[src/rtl/mux_int_outq.sv]
// Response queue behind the two-source integer mux: buffers valid mux words in a
// DEPTH-entry FIFO and hands them to a consumer over valid/ready, flagging lost words.
module mux_int_outq #(
    parameter int DW    = 32,
    parameter int DEPTH = 4,
    parameter int AW    = 2
) (
    input  logic          clk,
    input  logic          reset,
    input  logic [DW-1:0] in_data,
    input  logic          in_resp,
    output logic [DW-1:0] out_data,
    output logic          out_valid,
    input  logic          out_ready,
    output logic [AW:0]   count,
    output logic          full,
    output logic          empty,
    output logic          overflow,
    input  logic          ovf_clr
);

    localparam logic [AW:0] DEPTH_C = (AW+1)'(DEPTH);

    logic [DW-1:0] mem [DEPTH];
    logic [AW-1:0] wr_ptr;
    logic [AW-1:0] rd_ptr;
    logic          push;
    logic          pop;
    logic          drop;

    assign full      = (count == DEPTH_C);
    assign empty     = (count == '0);
    assign out_valid = !empty;

    assign pop  = out_valid & out_ready;
    assign push = in_resp & (!full | pop);
    assign drop = in_resp & full & !pop;

    // Head word is zeroed while empty so stale storage never leaks to the consumer.
    always_comb begin
        out_data = '0;
        if (!empty)
            out_data = mem[rd_ptr];
    end

    always_ff @(posedge clk) begin
        if (push && !reset)
            mem[wr_ptr] <= in_data;
    end

    always_ff @(posedge clk) begin
        if (reset) begin
            wr_ptr   <= '0;
            rd_ptr   <= '0;
            count    <= '0;
            overflow <= 1'b0;
        end else begin
            if (push)
                wr_ptr <= wr_ptr + 1'b1;
            if (pop)
                rd_ptr <= rd_ptr + 1'b1;
            case ({push, pop})
                2'b10:   count <= count + 1'b1;
                2'b01:   count <= count - 1'b1;
                default: count <= count;
            endcase
            // A drop in the same cycle as a clear leaves the flag set.
            if (drop)
                overflow <= 1'b1;
            else if (ovf_clr)
                overflow <= 1'b0;
        end
    end

endmodule
[config.mk]
export PLATFORM = sky130hd
export DESIGN_NAME = mux_int_outq
export DESIGN_NICKNAME = d
export VERILOG_FILES = /design/src/rtl/mux_int_outq.sv
export SDC_FILE = /design/constraint.sdc
export NUM_CORES = 1
export LEC_CHECK = 0
export CORE_UTILIZATION = 49
export DETAILED_ROUTE_END_ITERATION = 8
export HOLD_SLACK_MARGIN = 0.05
export PLACE_DENSITY = 0.73
export SLEW_MARGIN = 20
export SYNTH_ARGS = -nofsm -noshare
export SYNTH_HDL_FRONTEND = slang
export SYNTH_SLANG_ARGS = --single-unit
export TNS_END_PERCENT = 20
[constraint.sdc]
create_clock -name clk -period 6.5 [get_ports clk]
set_input_delay 1.625 -clock clk [delete_from_list [all_inputs] [get_ports clk]]
set_output_delay 1.625 -clock clk [all_outputs]
set_load 0.01 [all_outputs]
Word-level counts from Yosys, hierarchy flattened
Memory sizes are Yosys's and may differ from the RTL's. A register that Yosys moved wholly into a read port is not among the register bits. Index checks and enable logic that the tools add are counted.

Output and inout bits: 39. Logic and storage cells: 33. Input port bits: 37. RAM bits: 128. Memories: 1. Register bits: 8.

Memories: mem (words 4, bits a word 32, rd ports 1, clocked after Yosys merged registers in 1, wr ports 1, RTL line 24) `logic [DW-1:0] mem [DEPTH];`.

Bitwise logic cells: 5. Reduce and logical (&&, ||, !) cells: 8. Add/sub/neg operators: 4. Mux-type cells: 8. Equality and inequality tests: 3.

Operator list (number): 32-bit 2-to-1 mux (1); 3-bit case mux with 2 select lines (1); 2-bit by 1-bit adder with 2-bit output (second input constant) (2); 1-bit bitwise AND (4); 1-bit zero test (4); 1-bit 2-to-1 mux (4); 2-bit 2-to-1 mux (2); 2-bit nonzero test (2); 3-bit by 1-bit adder with 3-bit output (second input constant) (1); 3-bit == test (second input constant) (1); 3-bit zero test (1); 3-bit by 1-bit subtractor with 3-bit output (second input constant) (1); 2-bit by 1-bit == test with 1-bit output (second input constant) (1); 2-bit == test (second input constant) (1); 1-bit logical AND (1); 1-bit bitwise OR (1).

Longest topological paths before layout
Gate-level depths: netlist of the first run.

Word-level depth: 8. Gate-level depth with buffers: 7. Mapped depth without buffers: 6.

Worst setup path after synthesis of the first run
Ideal clock, no wire load.

Path kind: input to register. Start point: input out_ready. End point: memory mem[0][0], enable pin. Data arrival time: 4.466 ns. Buffers on the path: 1. Library setup time: 0.468 ns. Slack: 1.567 ns. Required time: 6.032 ns. Stages: 4. Cells stage by stage: buf_2 -> nor4b_4 -> nand2b_1 -> nor3b_1.

Word-level cells in the longest chain between the ends: 6.

RTL lines: from (decl) (RTL line 14) `input logic out_ready,`; 1-bit bitwise AND (RTL line 35) `assign pop = out_valid & out_ready;`; 1-bit bitwise OR (RTL line 36) `assign push = in_resp & (!full | pop);`; 1-bit bitwise AND (RTL line 36); 1-bit logical AND (RTL line 47) `if (push && !reset)`; 1-bit 2-to-1 mux (RTL line 47); 1-bit 2-to-1 mux (not written as such) (RTL line 48) `mem[wr_ptr] <= in_data;`; to (decl) (RTL line 24).

Every way passes these cells.

==> metrics.md, run 1 <==
| Metric | Value |
|---|---|
| Combinational power share | 0.259 |
| Area share of the largest cell type after synthesis | 0.696 |
| FFs w/ async S/R, synth | 0 |
| Total gr overflow | 0 |
| EDFF count, synth | 128 |
| Design area | 7030 um^2 |
| Die Y | 108 um |
| Vias | 2,723 |
| Die footprint | 11,700 um^2 |
| Slowest-stage cell, CP | dfxtp_2 |
| Fin Setup TNS | 0 ns |
| Final antenna-violating net count | 0 |
| TritonCTS Buffers | 17 |
| Gr usage total | 0.180 |
| Switch share | 0.252 |
| DRC errors left | 0 |
| Sequential share of power | 0.382 |
| Syn Std Cell Area | 5520 um^2 |
| I/O pins | 76 |
| Worst Reg-to-Reg Cells | 4 |
| DPL Wire Length | 5650 um |
| Slew margin rel. | 0.428 |
| Tightest Pin Transition | 0.858 ns |
| Share of the yosys chip area belonging to registers | 0.733 |
| Site row count | 38 |
| WL/cell | 18.4 um |
| Sw power | 715 uW |
| Max clock buf depth | 2 |
| IO buf count | 75 |
| Synth Flop Type | edfxtp_1 |
| First-pass GRT wire length | 15,000 um |
| Number of global-route vias before repair | 2,864 |
| Most frequent cells after synthesis | edfxtp_1 (128), and2_1 (33), mux4_2 (30) |
| Via/cell ratio | 5.33 |
| Power Dens Cells | 404 nW/um^2 |
| Post-CTS sizing | 0 |
| Clk_skew | 0.00850 ns |
| Hold_buf cts | 0 |
| Leak pwr | 2.29 nW |
| Syn nets | 315 |
| Startpoint types | flip-flop |
| CP Cell Sequence | buf_4, mux4_2, and2_1, clkdlybuf4s50_1 |
| Crit-path max FO | 19 |
| Hold path cells | 2 |
| Synthesis-to-layout area growth | 27.3% |
| Final Critical Period | 4.46 ns |
| Min Hold Slack | 0.519 ns |
| Post-CTS setup buffers | 0 |
| Worst-skew pair later-pin latency | 0.51 ns |
| RePlAce Congestion | 0.725 |
| Slowest stage delay, CP | 0.63 ns |
| Final Hold Fails | 0 |
| CP Capture Type | output port |
| Post-synth cell types | 32 |
| Maximum VDD drop | 0.000228 V |
| Starting Density | 0.507 |
| Max-cap violation count | 0 |
| Unrepaired setup endpoints after global routing | no |
| Most frequent cell after synthesis | edfxtp_1 |
| Critical path required time | 4.88 ns |
| Nets | 400 |
| Yosys warnings | 0 |
| Initial antenna violation count | 0 |
| Worst hold path class | flip-flop to flip-flop |
| Power share of the clock group | 0.359 |
| CP Data Arrival Time | 2.83 ns |
| H-tree levels | 4 |
| CTS tree | built |
| DRT Wirelength | 9410 um |
| Clock sink total | 138 |
| Largest area contributor in the netlist | edfxtp_1 |
| Top cells by area, synth | edfxtp_1 (70%), mux4_2 (12%), and2_1 (3.7%), dfxtp_1 (3.6%), buf_12 (1.1%) |
| Synth Register Bits | 138 |
| P_int | 2.12 mW |
| Die width | 108 um |
| DR iter-0 viols | 113 |
| Clk slew on worst S/H paths | 0.06 ns |
| Core outline area | 10,900 um^2 |
| WS Path Type | flip-flop to output port |
| Setup violators final | 0 |
| Ant diodes | 0 |
| Mapped Cells | 273 |
| Largest net degree at the start of global routing | 35 |
| DR pass1 iterations | 4 |
| FMAX | 224 MHz |
| Synthesized area per cell | 20.2 um^2 |
| Slew Limit Fails | 0 |
| Run status | complete, no violations |
| Fraction of layout cells with a size suffix above 1 | 0.213 |
| Crit share post-route | 0.686 |
| Clock root buffer | clkbuf_8 |
| Placed inst area | 6390 um^2 |
critical path: cells and delay by family (launching register included):
family / cells / cell delay (ns)
and+or+nand+nor: 1 / 0.20
muxes: 1 / 0.55
buffers and inverters: 2 / 0.94
DFF: 1 / 0.63
registers in the layout, indices dropped and copies added (netlist names), named ones only:
name      cells
count         3
mem         128
overflow      1
rd_ptr        2
wr_ptr        2
layout by cell type, fill, tap and decap left out, types with 3 or more instances in the layout:
master / count
nor3b_2: 4
and2_1: 33
clkbuf_16: 16
buf_4: 7
bufinv_16: 5
mux4_2: 30
ha_1: 4
clkdlybuf4s50_1: 75
dfxtp_1: 8
edfxtp_1: 128
clkinvlp_4: 4
nor2b_1: 3
nor2_1: 12
nand2b_1: 5
inv_1: 5
clkinv_4: 3
logic make-up (layout without fill, tap and decap cells):
| family | count (synthesis) | count (layout) | share of synthesized area |
|---|---|---|---|
| xor+xnor | 3 | 3 | 0.00476 |
| compound gates | 7 | 7 | 0.0102 |
| fa+ha+maj | 5 | 5 | 0.0127 |
| buf+inv | 21 | 119 | 0.0274 |
| simple gates | 62 | 62 | 0.0707 |
| flops | 138 | 138 | 0.733 |
| mux | 37 | 37 | 0.142 |
power by group through the flow:
stage          registers (mW)  clock network (mW)  logic [mW]
4_1_cts                  1.09                1.03       0.750
6_report                 1.09                1.02       0.736
3_5_place_dp             1.11                   0       0.745
5_1_grt                  1.10                1.07       0.798
2_1_floorplan            1.06                   0       0.494
3_3_place_gp             1.10                   0       0.739
final timing paths:
check	start	end	slack [ns]
max reg2reg	count[0]	mem[0][9]	4.24
max	flip-flop	out_data[9]	2.04
min reg2reg	wr_ptr[1]	wr_ptr[1]	0.52
min	wr_ptr[1]	wr_ptr[1]	0.52
layer usage:
| metal | part of all wire | up-vias | GRT usage |
|---|---|---|---|
| met5 | 0 | - | 0 |
| met4 | 0.010 | 0 | 0.0714 |
| met3 | 0.051 | 9 | 0.0530 |
| met2 | 0.52 | 74 | 0.312 |
| met1 | 0.41 | 1390 | 0.209 |
| li1 | - | 1250 | - |
metrics by stage:
| stage | power (mW) | std cells | util | worst slack (ns) |
|---|---|---|---|---|
| after global routing | 2.97 | 511 | 0.645 | 1.83 |
| final | 2.84 | 511 | 0.645 | 2.04 |
| after detailed placement | 1.85 | 479 | 0.587 | 2.45 |
| after CTS | 2.87 | 511 | 0.645 | 1.95 |
| after floorplan | 1.55 | 273 | - | 1.57 |
| after global placement | 1.84 | 479 | 0.587 | 2.51 |
layout make-up:
| cell class | instances | area, um^2 |
|---|---|---|
| clock inverters | 14 | 220 |
| multi-input cells | 114 | 1350 |
| inverters | 5 | 18.8 |
| repair buffers | 82 | 803 |
| fillers | 769 | 3860 |
| well taps | 140 | 175 |
| flip-flops and latches | 138 | 4050 |
| clock buffers | 18 | 418 |
Note: power is estimated with default switching activity, not from simulation.
==> run 2, diff against run 1 <==
- clock period: 6.5 -> 4.4 ns (I/O delays scaled with it)
==> metrics.md, run 2 (synthesis gave the netlist of run 1 again) <==
| Metric | Value |
|---|---|
| Clock sink total | 138 |
| Min Hold Slack | 0.528 ns |
| Run status | complete, no violations |
| Hold_buf cts | 0 |
| Largest net degree at the start of global routing | 35 |
| Slew margin rel. | 0.409 |
| RePlAce Congestion | 0.772 |
| FMAX | 277 MHz |
| Ant diodes | 0 |
| Final core occ | 0.648 |
| Die footprint | 11,700 um^2 |
| Final Critical Period | 3.61 ns |
| Clk_skew | 0.00619 ns |
| Startpoint types | flip-flop |
| TritonCTS Buffers | 17 |
| Total gr overflow | 0 |
| Die width | 108 um |
| Most frequent cells in the layout | edfxtp_1 (128), clkdlybuf4s50_1 (75), and2_1 (33), mux4_2 (30), clkbuf_16 (16) |
| Top Metal Used | met4 |
| Maximum VDD drop | 0.000411 V |
| Crit-path max FO | 32 |
| DPL Wire Length | 5610 um |
| Leak pwr | 2.32 nW |
| Post-CTS setup buffers | 0 |
| Post-CTS sizing | 0 |
| Final antenna-violating net count | 0 |
| Critical path required time | 3.30 ns |
| Metal2 WL | 4860 um |
| Clk slew on worst S/H paths | 0.06 ns |
| Worst Slack Setup Final | 0.789 ns |
| Die Y | 108 um |
| Max clock buf depth | 2 |
| Site row count | 38 |
| Final Instance Count excl. Fillers | 514 |
| Power Dens Cells | 600 nW/um^2 |
| Clock root buffer | clkbuf_8 |
| CP Data Arrival Time | 2.51 ns |
| Max reg flops | 128 |
| Worst hold path class | flip-flop to flip-flop |
| Register bank with the most flops | mem |
| Max-cap violation count | 0 |
| Tightest Pin Transition | 0.886 ns |
| Gr usage total | 0.179 |
| DR iter-0 viols | 126 |
| Number of global-route vias before repair | 2,810 |
| Vias | 2,723 |
| DRC errors left | 0 |
| WS Path Type | flip-flop to output port |
| Slew Limit Fails | 0 |
| Crit share post-route | 0.821 |
| DRT Wirelength | 9430 um |
| CP Capture Type | output port |
| I/O pins | 76 |
| H-tree levels | 4 |
| Biggest regs | mem: 128 flops, count: 3 flops |
| Starting Density | 0.507 |
| CTS tree | built |
| Met3 Wirelength | 486 um |
| Final Hold Fails | 0 |
| Placed Cells | 482 |
| Setup violators final | 0 |
| Synthesis-to-layout area growth | 27.8% |
| Nets | 403 |
| DP Worst Slack | 1.18 ns |
| WL/cell | 18.3 um |
| Most common cell after layout, fill and taps aside | edfxtp_1 |
| Fillers | 764 |
| Worst-skew pair later-pin latency | 0.52 ns |
| First-pass GRT wire length | 14,600 um |
| Core outline area | 10,900 um^2 |
| Fraction of layout cells with a size suffix above 1 | 0.214 |
| Unrepaired setup endpoints after global routing | no |
| Via/cell ratio | 5.30 |
| DR pass1 iterations | 4 |
| IO buf count | 75 |
| Initial antenna violation count | 1 |
| Wire length on met1 | 3950 um |
==> run 2: worst paths after layout <==
kind | from | to | slack (ns) | cells past startpoint
min reg2reg | rd_ptr[1] | rd_ptr[1] | 0.53 | 2
max | flip-flop | out_data[7] | 0.79 | 3
max reg2reg | count[2] | count[2] | 2.40 | 6
min | rd_ptr[1] | rd_ptr[1] | 0.53 | 2
==> run 2: cell type report <==
type                    instances  area [um^2]  share of cell area
clock inverters                14          226              0.0321
repair buffers                 85          826               0.117
flip-flops and latches        138         4050               0.574
clock buffers                  18          418              0.0592
well taps                     140          175              0.0248
multi-input cells             114         1350               0.191
inverters                       5         18.8             0.00266
==> run 2: where the power goes <==
part	switching (mW)	internal (mW)	total, mW
clock	0.509	1.03	1.54
sequential	0.0660	1.51	1.58
combinational	0.468	0.655	1.12
==> run 2: through the flow <==
stage	area [um^2]	total power, mW	TNS [ns]
2_1_floorplan	5520	2.30	-1.06
3_3_place_gp	6410	2.74	0
3_5_place_dp	6410	2.75	0
4_1_cts	7060	4.29	0
5_1_grt	7060	4.41	0
6_report	7060	4.23	0
==> run 2: worst max-delay path: stages (launching register included) <==
cell,delay (ns)
dfxtp_2,0.91
mux4_2,0.41
and2_1,0.18
clkdlybuf4s50_1,0.49
==> run 2: per-layer routing <==
metal  vias up  global-route usage
met5         -                   0
met4         0              0.0851
met3        11              0.0609
met2        69               0.287
met1      1390               0.218
li1       1253                   -
